`src/rtl/axis_pkg.sv`:
```
// Shared types and helpers for the AXI4-Stream frame master.
package axis_pkg;

  typedef enum logic [1:0] {
    IDLE  = 2'd0,
    LOAD  = 2'd1,
    DRAIN = 2'd2
  } axis_master_state_t;

  // Counter width for a modulus of n; a modulus of 1 still needs one bit.
  function automatic int cnt_width(input int n);
    cnt_width = (n > 32'sd1) ? $clog2(n) : 32'sd1;
  endfunction

endpackage

```
`src/rtl/axis_skid_buffer.sv`:
```
// Two-entry skid buffer with registered in_ready and out_valid; order is
// preserved by always refilling the output register from the skid entry first.
module axis_skid_buffer #(
  parameter int WIDTH = 8
) (
  input  logic             clk,
  input  logic             rst,
  input  logic             accept_en,
  input  logic [WIDTH-1:0] in_data,
  input  logic             in_valid,
  output logic             in_ready,
  output logic [WIDTH-1:0] out_data,
  output logic             out_valid,
  input  logic             out_ready,
  output logic [1:0]       occupancy
);

  logic [WIDTH-1:0] out_data_r;
  logic [WIDTH-1:0] skid_data_r;
  logic             out_valid_r;
  logic             skid_valid_r;
  logic             in_ready_r;
  logic [WIDTH-1:0] out_data_next_s;
  logic [WIDTH-1:0] skid_data_next_s;
  logic             out_valid_next_s;
  logic             skid_valid_next_s;
  logic             push_s;
  logic             pop_s;

  // Next contents of both entries for the current push/pop combination.
  always_comb begin
    push_s            = in_valid && in_ready_r;
    pop_s             = out_valid_r && out_ready;
    out_data_next_s   = out_data_r;
    out_valid_next_s  = out_valid_r;
    skid_data_next_s  = skid_data_r;
    skid_valid_next_s = skid_valid_r;
    if (!out_valid_r || pop_s) begin
      if (skid_valid_r) begin
        out_data_next_s   = skid_data_r;
        out_valid_next_s  = 1'b1;
        skid_valid_next_s = 1'b0;
      end else if (push_s) begin
        out_data_next_s  = in_data;
        out_valid_next_s = 1'b1;
      end else begin
        out_valid_next_s = 1'b0;
      end
    end else if (push_s) begin
      skid_data_next_s  = in_data;
      skid_valid_next_s = 1'b1;
    end else begin
      skid_valid_next_s = skid_valid_r;
    end
  end

  // Entry registers; ready looks one cycle ahead so it never admits a third beat.
  always_ff @(posedge clk or posedge rst) begin
    if (rst) begin
      out_data_r   <= {WIDTH{1'b0}};
      skid_data_r  <= {WIDTH{1'b0}};
      out_valid_r  <= 1'b0;
      skid_valid_r <= 1'b0;
      in_ready_r   <= 1'b0;
    end else begin
      out_data_r   <= out_data_next_s;
      skid_data_r  <= skid_data_next_s;
      out_valid_r  <= out_valid_next_s;
      skid_valid_r <= skid_valid_next_s;
      in_ready_r   <= accept_en && !skid_valid_next_s;
    end
  end

  assign in_ready  = in_ready_r;
  assign out_data  = out_data_r;
  assign out_valid = out_valid_r;
  assign occupancy = {1'b0, out_valid_r} + {1'b0, skid_valid_r};

endmodule

```
`src/rtl/axis_frame_master.sv`:
```
// AXI4-Stream video frame transmitter: tags producer pixels with start-of-frame
// and end-of-line and streams them out through a registered skid buffer.
module axis_frame_master
  import axis_pkg::*;
#(
  parameter int DATA_WIDTH      = 32,
  parameter int PIXELS_PER_LINE = 640,
  parameter int LINES_PER_FRAME = 480
) (
  input  logic                  clk,
  input  logic                  rst,
  input  logic                  start,
  input  logic [DATA_WIDTH-1:0] in_data,
  input  logic                  in_valid,
  output logic                  in_ready,
  output logic [DATA_WIDTH-1:0] m_axis_tdata,
  output logic                  m_axis_tvalid,
  input  logic                  m_axis_tready,
  output logic                  m_axis_tlast,
  output logic                  m_axis_tuser,
  output logic                  busy,
  output logic                  frame_done
);

  typedef struct packed {
    logic [DATA_WIDTH-1:0] data;
    logic                  last;
    logic                  user;
  } axis_beat_t;

  localparam int BEAT_W = $bits(axis_beat_t);
  localparam int PIX_W  = cnt_width(PIXELS_PER_LINE);
  localparam int LINE_W = cnt_width(LINES_PER_FRAME);
  localparam logic [PIX_W-1:0]  PIX_LAST  = PIX_W'(PIXELS_PER_LINE - 1);
  localparam logic [LINE_W-1:0] LINE_LAST = LINE_W'(LINES_PER_FRAME - 1);

  axis_master_state_t state_r;
  axis_master_state_t state_next_s;
  logic [PIX_W-1:0]   pix_r;
  logic [LINE_W-1:0]  line_r;
  axis_beat_t         in_beat_s;
  axis_beat_t         out_beat_s;
  logic               out_valid_s;
  logic [1:0]         buf_occ_s;
  logic               in_accept_s;
  logic               out_accept_s;
  logic               accept_en_s;
  logic               busy_s;
  logic               done_s;
  logic               busy_r;
  logic               frame_done_r;

  assign in_accept_s  = in_valid && in_ready;
  assign out_accept_s = out_valid_s && m_axis_tready;

  // State register.
  always_ff @(posedge clk or posedge rst) begin
    if (rst) begin
      state_r <= IDLE;
    end else begin
      state_r <= state_next_s;
    end
  end

  // Next state: the frame ends only once the last buffered beat leaves.
  always_comb begin
    state_next_s = state_r;
    case (state_r)
      IDLE:    state_next_s = start ? LOAD : IDLE;
      LOAD:    state_next_s = (in_accept_s && (pix_r == PIX_LAST) && (line_r == LINE_LAST)) ? DRAIN : LOAD;
      DRAIN:   state_next_s = (out_accept_s && (buf_occ_s == 2'd1)) ? IDLE : DRAIN;
      default: state_next_s = IDLE;
    endcase
  end

  // Output decode from the upcoming state so the registered flags line up with it.
  always_comb begin
    accept_en_s = 1'b0;
    busy_s      = 1'b0;
    done_s      = 1'b0;
    case (state_next_s)
      IDLE:    done_s = (state_r == DRAIN);
      LOAD: begin
        accept_en_s = 1'b1;
        busy_s      = 1'b1;
      end
      DRAIN:   busy_s = 1'b1;
      default: busy_s = 1'b0;
    endcase
  end

  // Registered status outputs.
  always_ff @(posedge clk or posedge rst) begin
    if (rst) begin
      busy_r       <= 1'b0;
      frame_done_r <= 1'b0;
    end else begin
      busy_r       <= busy_s;
      frame_done_r <= done_s;
    end
  end

  // Pixel/line position of the next beat to be accepted.
  always_ff @(posedge clk or posedge rst) begin
    if (rst) begin
      pix_r  <= {PIX_W{1'b0}};
      line_r <= {LINE_W{1'b0}};
    end else if ((state_r == IDLE) && start) begin
      pix_r  <= {PIX_W{1'b0}};
      line_r <= {LINE_W{1'b0}};
    end else if (in_accept_s) begin
      if (pix_r == PIX_LAST) begin
        pix_r  <= {PIX_W{1'b0}};
        line_r <= (line_r == LINE_LAST) ? {LINE_W{1'b0}} : line_r + LINE_W'(1);
      end else begin
        pix_r <= pix_r + PIX_W'(1);
      end
    end
  end

  // Tag the incoming pixel with its frame position.
  always_comb begin
    in_beat_s.data = in_data;
    in_beat_s.user = (line_r == {LINE_W{1'b0}}) && (pix_r == {PIX_W{1'b0}});
    in_beat_s.last = (pix_r == PIX_LAST);
  end

  axis_skid_buffer #(
    .WIDTH(BEAT_W)
  ) u_skid (
    .clk       (clk),
    .rst       (rst),
    .accept_en (accept_en_s),
    .in_data   (in_beat_s),
    .in_valid  (in_valid),
    .in_ready  (in_ready),
    .out_data  (out_beat_s),
    .out_valid (out_valid_s),
    .out_ready (m_axis_tready),
    .occupancy (buf_occ_s)
  );

  assign m_axis_tdata  = out_beat_s.data;
  assign m_axis_tlast  = out_beat_s.last;
  assign m_axis_tuser  = out_beat_s.user;
  assign m_axis_tvalid = out_valid_s;
  assign busy          = busy_r;
  assign frame_done    = frame_done_r;

endmodule

```
`config.mk`:
```
export PLATFORM = sky130hd
export DESIGN_NAME = axis_frame_master
export DESIGN_NICKNAME = d
export VERILOG_FILES = /design/src/rtl/axis_pkg.sv /design/src/rtl/axis_skid_buffer.sv /design/src/rtl/axis_frame_master.sv
export SDC_FILE = /design/constraint.sdc
export NUM_CORES = 1
export LEC_CHECK = 0
export ABC_CLOCK_PERIOD_IN_PS = 4900
export CORE_AREA = 8 8 107 109
export CTS_CLUSTER_SIZE = 16
export DETAILED_ROUTE_END_ITERATION = 10
export DIE_AREA = 0 0 115 117
export PLACE_DENSITY_LB_ADDON = 0.05
export SLEW_MARGIN = 20
export SYNTH_ARGS = -nofsm -noshare
export SYNTH_HDL_FRONTEND = slang
export SYNTH_SLANG_ARGS = --single-unit
```
`constraint.sdc`:
```
create_clock -name clk -period 4.9 [get_ports clk]
set_clock_uncertainty 0.15 [all_clocks]
set_input_delay 1.47 -clock clk [delete_from_list [all_inputs] [get_ports clk]]
set_output_delay 1.47 -clock clk [all_outputs]
set_load 0.005 [all_outputs]
```
* After elaboration in Yosys (flattened, before gate mapping)
Index checks and enable logic that the tools add are counted.
** Storage, ports and cells
- Flip-flop bits (word level) :: 94
- Bits in latches :: 0
- Bits in writable memories :: 0
- Memory bits (read-only) :: 0
- Bits of input ports :: 37
- Output and inout port bits :: 38
- Word-level logic and storage cells :: 63
- Memories :: 0
** Operators by class
- $add $sub $neg :: 3
- $mul :: 0
- Divide/modulo/power cells :: 0
- $lt $le $gt $ge :: 0
- Equality and inequality tests :: 7
- Shift-type cells :: 0
- Muxes and demuxes :: 20
- Bitwise logic cells :: 1
- Reductions and logical operators :: 22
** Operators with widths (count)
- 34-bit two-way mux :: 2
- 9-bit two-way mux :: 4
- 10-bit two-way mux :: 3
- 10-bit by 1-bit adder with 10-bit output (second input constant) :: 1
- 10-bit == test (second input constant) :: 1
- 10-bit zero test :: 1
- 9-bit by 1-bit adder with 9-bit output (second input constant) :: 1
- 9-bit == test (second input constant) :: 1
- 9-bit zero test :: 1
- 1-bit logical AND :: 8
- 1-bit two-way mux :: 8
- 2-bit by 1-bit == test with 1-bit output (second input constant) :: 3
- 2-bit case mux with 3 select lines :: 1
- 2-bit AND reduction :: 3
- 2-bit nonzero test :: 3
- 2-bit == test (second input constant) :: 2
- 2-bit zero test :: 2
- 2-bit two-way mux :: 2
- 1-bit by 1-bit adder with 2-bit output :: 1
- 1-bit zero test :: 2
- 2-bit OR reduction :: 1
- 1-bit logical OR :: 1
- 1-bit inverter :: 1

* Depth between registers and ports, before layout
Gate-level depths: netlist (run 1).
- Word-level depth :: 8
- Gate-level depth with buffers :: 8
- Mapped depth without buffers :: 7

* Hierarchy
A second synthesis (run 1) with hierarchy kept.
** Second synthesis, totals
- Cells, all modules :: 338
- Area, all modules :: 4588.2 um^2
** Modules (own cells, without submodules)
- axis_skid_buffer :: instances 1, cells each 193, area each 3230.6 um^2, sequential area each 1776.7 um^2
- axis_frame_master :: instances 1, cells each 145, area each 1357.6 um^2, sequential area each 575.6 um^2

* Worst setup path after synthesis (run 1)
No wires, ideal clock.
- Path kind :: in2reg
- Start :: input in_valid
- End :: register frame_done_r, in the netlist frame_done
- Library setup time :: 119 ps
- Arrival time :: 2686 ps
- Data required time :: 4631 ps
- Path slack :: 1945 ps
- Stages :: 8
- Path buffers :: 2
- Cells stage by stage :: clkbuf_2 > and4_4 > nand3_4 > buf_6 > nor2_1 > a31oi_1 > ha_1 > nor3b_1
** On the way
- Longest elaborated chain between the ends :: 7
** Ends and longest elaborated chain
- start, declared :: line axis_frame_master.sv:14 : input logic in_valid,
- 1-bit logical AND :: line axis_frame_master.sv:53 : assign in_accept_s = in_valid && in_ready;
- 1-bit logical AND (2 in a row) :: line axis_frame_master.sv:70 : LOAD: state_next_s = (in_accept_s && (pix_r == PIX_LAST) && (line_r == LINE_LAST)) ? DRAIN : LOAD;
- 2-bit two-way mux :: line axis_frame_master.sv:70
- 2-bit case mux with 3 select lines :: line axis_frame_master.sv:68 : case (state_r)
- 2-bit zero test :: line axis_frame_master.sv:81 : case (state_next_s)
- 1-bit two-way mux :: line axis_frame_master.sv:81
- net done_s :: line axis_frame_master.sv:49 : logic done_s;
- end signal, assigned :: line axis_frame_master.sv:99 : frame_done_r <= done_s;
- end, declared :: line axis_frame_master.sv:51 : logic frame_done_r;
The timed path passes the listed nets, and every way through them passes these cells.
A chain may end at the register's enable or synchronous reset.

* Worst setup path after layout (run 1)
Same ends and word-level chain as after synthesis.

==> results of run 1 <==
## cell type report
class | instances | area, um2
inverter | 8 | 32.5
clock buffer | 10 | 128
multi-input combinational | 253 | 1810
sequential | 94 | 2350
tap | 136 | 170
clock inverter | 6 | 93.8
timing repair buffer | 78 | 783
fill | 910 | 4540
## critical path: cells and delay by family
family	cells	cell delay (ns)
AO/OA/AOI/OAI	1	0.17
buffers and inverters	1	0.61
AND/OR/NAND/NOR	4	0.85
adder cells (fa/ha/maj)	1	0.20
## sequential cells by signal, summed over array words and instances, names as in the netlist, 2 cells and up
name	count
line_r	9
u_skid.out_data	34
state_r	2
u_skid.skid_data_r	34
pix_r	10
## per-stage QoR
step,cells,util (%),setup WS (ns),cell area [um2],total power (W)
floorplan,374,-,0.831,4270,0.00136
global placement,569,51.9,1.40,5140,0.00162
detailed placement,569,51.9,1.32,5140,0.00164
CTS,585,54.2,1.70,5370,0.00222
global route,585,54.2,1.59,5370,0.00232
finish,585,54.2,1.68,5370,0.00219
## cell usage after synthesis (6+ instances only)
library cell  instances
mux2i_1              33
a21oi_1              39
nand2_1              13
dfrtp_1              94
nor2_1               51
inv_1                 8
buf_1                 6
nand4_1               9
mux2_2               32
ha_1                  6
nand3_1              13
## power groups by stage
stage	sequential, W	combinational (W)	clock, W
after floorplan	0.00107	0.000284	0
after global placement	0.00109	0.000538	0
after detailed placement	0.00109	0.000548	0
after CTS	0.00108	0.000552	0.000592
after global routing	0.00110	0.000598	0.000623
final	0.00108	0.000535	0.000574
## path summary, 6_finish.rpt
| kind | endpoint | start | cells after the start | slack, ns |
|---|---|---|---|---|
| max in group asynchronous | u_skid.skid_data_r[29] | rst | 3 | 2.50 |
| hold reg to reg | u_skid.skid_data_r[1] | u_skid.skid_data_r[1] | 2 | 0.34 |
| min in group asynchronous | u_skid.out_data[15] | rst | 2 | 1.41 |
| setup / recovery | frame_done | in_valid | 7 | 1.68 |
| hold / removal | u_skid.skid_data_r[1] | u_skid.skid_data_r[1] | 2 | 0.34 |
| setup reg to reg | line_r[5] | line_r[0] | 5 | 2.81 |
## cells by family (layout without fill, tap and decap cells)
kind of cell	count (synthesis)	after routing	share of synthesized area (%)
multiplexers	65	65	16.2
AND/OR/NAND/NOR	112	112	13.8
XOR/XNOR	10	10	2.05
flip-flops	94	94	55.1
buffers and inverters	27	102	2.90
adder cells (fa/ha/maj)	6	6	1.76
AO/OA/AOI/OAI	60	60	8.21
## layer usage
layer,part of all wire [%],up-vias,GRT usage (%)
met4,0.93,0,4.20
met2,49,51,24.2
met1,44,1465,17.4
met3,6.4,6,5.13
met5,0,-,0
li1,-,1461,-
==> out/summary.txt, run 1 <==
Status -> finished, final reports clean
Post-synthesis sequential area ratio -> 55.1%
Setup Total Neg Slack -> 0 ns
Overflow after GRT -> 0
Part of the power in registers -> 49.2%
Maximum fanout along the worst path -> 11
Critical path launch point type -> input port
Sw frac -> 28.2%
Core area -> 9910 um2
Power share of the clock group -> 26.3%
Top cell type's share of synthesized area -> 55.1%
Ant. Diodes -> 0
Largest net degree at the start of global routing -> 67
Worst rel slew slack -> 53.9%
Most frequent cells in the layout -> 93 x dfrtp_1, 74 x clkdlybuf4s50_1, 50 x nor2_1
# resized after CTS -> 0
Synth Area per Inst -> 11.4 um2
Most common cell after layout, fill and taps aside -> dfrtp_1
CP Capture Type -> flip-flop
Clock root buffer master -> clkbuf_8
H-tree depth -> 3
Delay of the slowest critical-path stage -> 0.61 ns
DIE AREA -> 13500 um2
Gr usage total -> 14.5%
Post-synth top flop -> dfrtp_1
Critical Path RT -> 4.98 ns
Number of buffers created by CTS -> 9
Crit-path cells -> clkdlybuf4s50_1 -> and4_4 -> nand3_4 -> nor2_1 -> a31oi_1 -> ha_1 -> nor3b_1
Leakage -> 2.19 nW
Critical path class -> input port to flip-flop
Synth cell types -> 46
Final hold slack -> 0.342 ns
Area Growth Syn to Fin -> 25.7%
First-pass GRT wire length -> 15300 um
EDFF count, synth -> 0
Clock latency on the worst-skew pair -> 0.35 ns
Gate Count Post-Synth -> 374
Slew Viols, Final -> 0
Wire length per cell -> 15.5 um
Min-delay worst type -> flip-flop to flip-flop
Pint -> 0.00157 W
Worst-Margin Slew -> 0.692 ns
Gate power share -> 24.5%
Highest clock rate -> 311 MHz
Flop and latch count out of synthesis -> 94
I/O pin count -> 75
Sw power -> 0.000615 W
Crit path max-delay cell type -> clkdlybuf4s50_1
Antenna violations before repair -> 0
Worst path arrival time -> 3.30 ns
Port-buffer cells -> 74
Die width -> 115 um
Hold_buf cts -> 0
Num rows -> 37
Max_cap viols -> 0
Via-to-Cell Ratio -> 5.10
WL final -> 9080 um
# DRC -> 0
CTS clk-pin slew, worst paths -> 0.09 ns
Ratio of cells with drive above 1 in the final layout -> 14.0%
Post-CTS Setup Bufs -> 0
Mapped Area -> 4270 um2
Clk sinks -> 94
First-pass DRT Iterations -> 4
Vias in the first global route -> 3072
DRT antenna net count -> 0
RSZ-0062 raised after global routing -> no
Synth area leader -> dfrtp_1
Hold Fails Final Rpt -> 0
Mapped Nets -> 417
DIE HEIGHT -> 117 um
Starting Density -> 43.1%
Area contributors post-synth -> dfrtp_1 55%, mux2_2 8.4%, mux2i_1 7.7%
Tmin final -> 3.22 ns
CTS tree -> built
Max Root-Sink Buffers -> 2
Final HPWL DP -> 6230 um
GPL Wtd Cong -> 0.830
Pwr dens -> 407 nW/um2
Starting DRT DRC Count -> 85
Nets -> 487
Final Setup Violations -> 0
Via count -> 2983
Period utilisation layout -> 65.6%
Max VDD drop -> 0.175 mV
Yosys warns -> 0
Post-synthesis async set-or-reset flop share -> 100%
Note: power is estimated with default switching activity, not from simulation.
==> run 2: changes to the inputs <==
--- a/config.mk
+++ b/config.mk
@@ -5,7 +5,7 @@
 export SDC_FILE = /design/constraint.sdc
 export NUM_CORES = 1
 export LEC_CHECK = 0
-export ABC_CLOCK_PERIOD_IN_PS = 4900
+export ABC_CLOCK_PERIOD_IN_PS = 2900
 export CORE_AREA = 8 8 107 109
 export CTS_CLUSTER_SIZE = 16
 export DETAILED_ROUTE_END_ITERATION = 10
==> constraint.sdc (replaced) <==
create_clock -name clk -period 2.9 [get_ports clk]
set_clock_uncertainty 0.15 [all_clocks]
set_input_delay 0.87 -clock clk [delete_from_list [all_inputs] [get_ports clk]]
set_output_delay 0.87 -clock clk [all_outputs]
set_load 0.005 [all_outputs]
==> out/summary.txt, run 2 (synthesis gave the netlist of run 1 again) <==
Pwr dens -> 682 nW/um2
Critical path launch point type -> flip-flop
DRT antenna net count -> 0
Crit path max-delay cell type -> clkdlybuf4s50_1
Final HPWL DP -> 6140 um
Clock root buffer master -> clkbuf_8
Worst rel slew slack -> 66.3%
CTS tree -> built
Hold Fails Final Rpt -> 0
CP Capture Type -> output pin
Max_cap viols -> 0
# DRC -> 0
Die width -> 115 um
Slew Viols, Final -> 0
Clk sinks -> 94
RSZ-0062 raised after global routing -> no
Setup Total Neg Slack -> 0 ns
Vias in the first global route -> 3125
Num rows -> 37
Via count -> 3008
Overflow after GRT -> 0
I/O pin count -> 75
Ratio of cells with drive above 1 in the final layout -> 15.0%
Hold_buf cts -> 0
Ant. Diodes -> 0
GPL Wtd Cong -> 0.781
Filler cells -> 917
Gr usage total -> 14.8%
WL final -> 9130 um
Core area -> 9910 um2
Design Power -> 0.00371 W
Wire length per cell -> 15.5 um
Crit-path cells -> clkdlybuf4s50_1
Largest net degree at the start of global routing -> 95
Area Growth Syn to Fin -> 27.2%
Most common cell after layout, fill and taps aside -> dfrtp_1
First-pass GRT wire length -> 15400 um
Maximum fanout along the worst path -> 8
# resized after CTS -> 0
Antenna violations before repair -> 0
Tmin final -> 2.49 ns
Nets -> 492
DIE HEIGHT -> 117 um
Min-delay worst type -> flip-flop to flip-flop
H-tree depth -> 3
Starting Density -> 43.1%
Critical path class -> flip-flop to output pin
Max VDD drop -> 0.303 mV
DIE AREA -> 13500 um2
Final Setup Violations -> 0
Leakage -> 2.22 nW
Post-CTS Setup Bufs -> 0
Starting DRT DRC Count -> 67
Highest clock rate -> 401 MHz
CP delay by family, top -> buffers and inverters
Most frequent cells in the layout -> 93 x dfrtp_1, 74 x clkdlybuf4s50_1, 50 x nor2_1
Max Root-Sink Buffers -> 2
Clock latency on the worst-skew pair -> 0.36 ns
Port-buffer cells -> 74
Worst path arrival time -> 1.47 ns
Critical Path RT -> 1.88 ns
Critical path buffers and inverters -> 1
CTS clk-pin slew, worst paths -> 0.09 ns
First-pass DRT Iterations -> 4
Worst-Margin Slew -> 0.506 ns
Via-to-Cell Ratio -> 5.10
Period utilisation layout -> 85.9%
Status -> finished, final reports clean
Number of buffers created by CTS -> 9
Delay of the slowest critical-path stage -> 0.57 ns
run 2: final timing paths:
check,start,endpoint,slack (ns),cells after the start
worst min-delay path,u_skid.skid_data_r[0],u_skid.skid_data_r[0],0.33,2
worst max register to register,pix_r[1],frame_done,0.80,7
min in group asynchronous,rst,u_skid.skid_data_r[4],0.85,3
worst min register to register,u_skid.skid_data_r[0],u_skid.skid_data_r[0],0.33,2
max in group asynchronous,rst,u_skid.skid_valid_r,1.36,3
worst max-delay path,u_skid.in_ready,in_ready,0.41,1
run 2: stage by stage:
step | hold WS (ns) | util (%) | cell area (um2) | setup WS (ns) | cells
finish | 0.331 | 54.8 | 5430 | 0.408 | 590
global route | 0.373 | 54.8 | 5430 | 0.343 | 590
CTS | 0.341 | 54.8 | 5430 | 0.377 | 590
detailed placement | 0.320 | 52.6 | 5210 | 0.0420 | 574
global placement | 0.305 | 52.6 | 5210 | 0.131 | 574
floorplan | 0.292 | - | 4270 | 0.545 | 374
run 2: final cells by class:
cell class                      instances  area (um2)  share of cell area [%]
Clock inverter                          5        81.3                    1.50
Clock buffer                           11         141                    2.60
Timing Repair Buffer                   83         846                    15.6
Tap cell                              136         170                    3.13
Inverter                                8        33.8                   0.622
Sequential cell                        94        2350                    43.3
Multi-Input combinational cell        253        1810                    33.2
run 2: per-layer routing:
metal | vias to the layer above | part of all wire [%] | wire length (um) | global-route usage (%)
li1 | 1479 | - | - | -
met1 | 1468 | 45 | 4130 | 17.6
met2 | 49 | 47 | 4330 | 23.8
met3 | 12 | 5.4 | 496 | 4.72
met4 | 0 | 1.9 | 173 | 7.27
met5 | - | 0 | 0 | 0
run 2: report_power, final:
group	internal [W]	total (W)	switching, W
clock	0.000511	0.000974	0.000463
sequential	0.00162	0.00182	0.000209
combinational	0.000553	0.000907	0.000354
total	0.00268	0.00371	0.00103
==> run 3: changes to the inputs <==
--- a/config.mk
+++ b/config.mk
@@ -10,6 +10,7 @@
 export CTS_CLUSTER_SIZE = 16
 export DETAILED_ROUTE_END_ITERATION = 10
 export DIE_AREA = 0 0 115 117
+export GPL_TIMING_DRIVEN = 0
 export PLACE_DENSITY_LB_ADDON = 0.05
 export SLEW_MARGIN = 20
 export SYNTH_ARGS = -nofsm -noshare
==> out/summary.txt, run 3 (synthesis gave the netlist of run 1 again) <==
DRT antenna net count -> 0
Die width -> 115 um
Post-place instance area -> 5230 um2
Design Power -> 0.00366 W
Port-buffer cells -> 73
DIE HEIGHT -> 117 um
Clock root buffer master -> clkbuf_8
First-pass GRT wire length -> 16400 um
Cell area after layout -> 5440 um2
Ratio of cells with drive above 1 in the final layout -> 14.6%
Part of the power in registers -> 49.8%
Max Root-Sink Buffers -> 2
Hold Fails Final Rpt -> 0
Max VDD drop -> 0.430 mV
Sw frac -> 28.7%
Core area -> 9910 um2
Gr usage total -> 15.8%
Area Growth Syn to Fin -> 27.5%
First-pass DRT Iterations -> 4
DIE AREA -> 13500 um2
Clock latency on the worst-skew pair -> 0.36 ns
Maximum fanout along the worst path -> 10
CP Capture Type -> flip-flop
Dpl ws -> -0.0447 ns
Power share of the clock group -> 25.0%
I/O pin count -> 75
Wire length per cell -> 15.9 um
# resized after CTS -> 0
Ant. Diodes -> 0
# DRC -> 0
Starting Density -> 43.1%
Pint -> 0.00261 W
Most common cell after layout, fill and taps aside -> dfrtp_1
RSZ-0062 raised after global routing -> no
Gate power share -> 25.1%
Period utilisation layout -> 88.5%
Leakage -> 2.23 nW
WL final -> 9600 um
Critical path class -> input port to flip-flop
Tmin final -> 2.57 ns
Overflow after GRT -> 0
Critical Path RT -> 3.00 ns
Num rows -> 37
Critical path launch point type -> input port
Setup ws final -> 0.332 ns
Worst path arrival time -> 2.66 ns
Via count -> 3072
Vias in the first global route -> 3197
Status -> finished, final reports clean
Sw power -> 0.00105 W
Max_cap viols -> 0
CTS tree -> built
Post-CTS Setup Bufs -> 0
R2R setup slack -> 0.78 ns
Nets -> 504
Final HPWL DP -> 6850 um
Starting DRT DRC Count -> 155
Number of buffers created by CTS -> 9
Filler cells -> 889
Most frequent cells in the layout -> 94 x dfrtp_1, 73 x clkdlybuf4s50_1, 51 x nor2_1
Largest net degree at the start of global routing -> 33
Final Setup Violations -> 0
Antenna violations before repair -> 0
H-tree depth -> 3
Worst rel slew slack -> 48.3%
Slew Viols, Final -> 0
GPL Wtd Cong -> 0.812
Clk sinks -> 94
Hold_buf cts -> 0
Via-to-Cell Ratio -> 5.10
Pwr dens -> 672 nW/um2
Setup Total Neg Slack -> 0 ns
Highest clock rate -> 389 MHz
Min-delay worst type -> flip-flop to flip-flop
Final hold slack -> 0.342 ns
Worst-Margin Slew -> 0.776 ns
CTS clk-pin slew, worst paths -> 0.09 ns
-- run 3: cell types whose count changed in the layout (fill, tap and decap cells not counted), moves of 2 or more --
| cell | previous run | this run |
|---|---|---|
| buf_2 | 0 | 5 |
| buf_4 | 6 | 0 |
| buf_6 | 0 | 2 |
| clkbuf_1 | 1 | 5 |
| buf_1 | 0 | 6 |
-- run 3: power groups by stage --
stage | logic (W) | registers [W] | clock network (W)
6_report | 0.000920 | 0.00182 | 0.000916
3_3_place_gp | 0.000912 | 0.00184 | 0
2_1_floorplan | 0.000481 | 0.00181 | 0
5_1_grt | 0.00103 | 0.00187 | 0.00101
3_5_place_dp | 0.000940 | 0.00185 | 0
4_1_cts | 0.000944 | 0.00182 | 0.000950
-- run 3: layout make-up --
cell class	instances	area, um2	share of cell area (%)
timing repair buffer	76	791	14.5
inverter	8	33.8	0.621
clock inverter	5	56.3	1.03
sequential	94	2350	43.2
multi-input combinational	253	1790	33.0
tap	136	170	3.13
buffer	19	93.8	1.72
clock buffer	11	151	2.78
-- run 3: worst paths after layout --
check	cells after the start	end	startpoint
max	5	u_skid.skid_data_r[8]	m_axis_tready
min	2	u_skid.skid_data_r[0]	u_skid.skid_data_r[0]
max reg2reg	6	u_skid.out_data[0]	line_r[0]
min reg2reg	2	u_skid.skid_data_r[0]	u_skid.skid_data_r[0]
max in group asynchronous	4	u_skid.skid_data_r[21]	rst
min in group asynchronous	2	u_skid.skid_data_r[2]	rst
-- run 3: layer usage --
metal / track usage, % / part of all wire [%] / up-vias
met5: 0 / 0 / -
met4: 7.71 / 1.5 / 0
met3: 5.03 / 5.7 / 8
met2: 24.6 / 47 / 61
met1: 19.6 / 46 / 1507
li1: - / - / 1496
-- run 3: critical path, stage by stage --
cell and delay [ns]:
clkdlybuf4s50_1 0.49, nor2b_1 0.08, nand3_1 0.30, clkbuf_1 0.52
mux2_2 0.40
-- run 3: per-stage QoR --
stage / cells / util [%]
after floorplan: 374 / -
after global placement: 583 / 52.2
after detailed placement: 586 / 52.8
after CTS: 602 / 54.9
after global routing: 602 / 54.9
final: 602 / 54.9
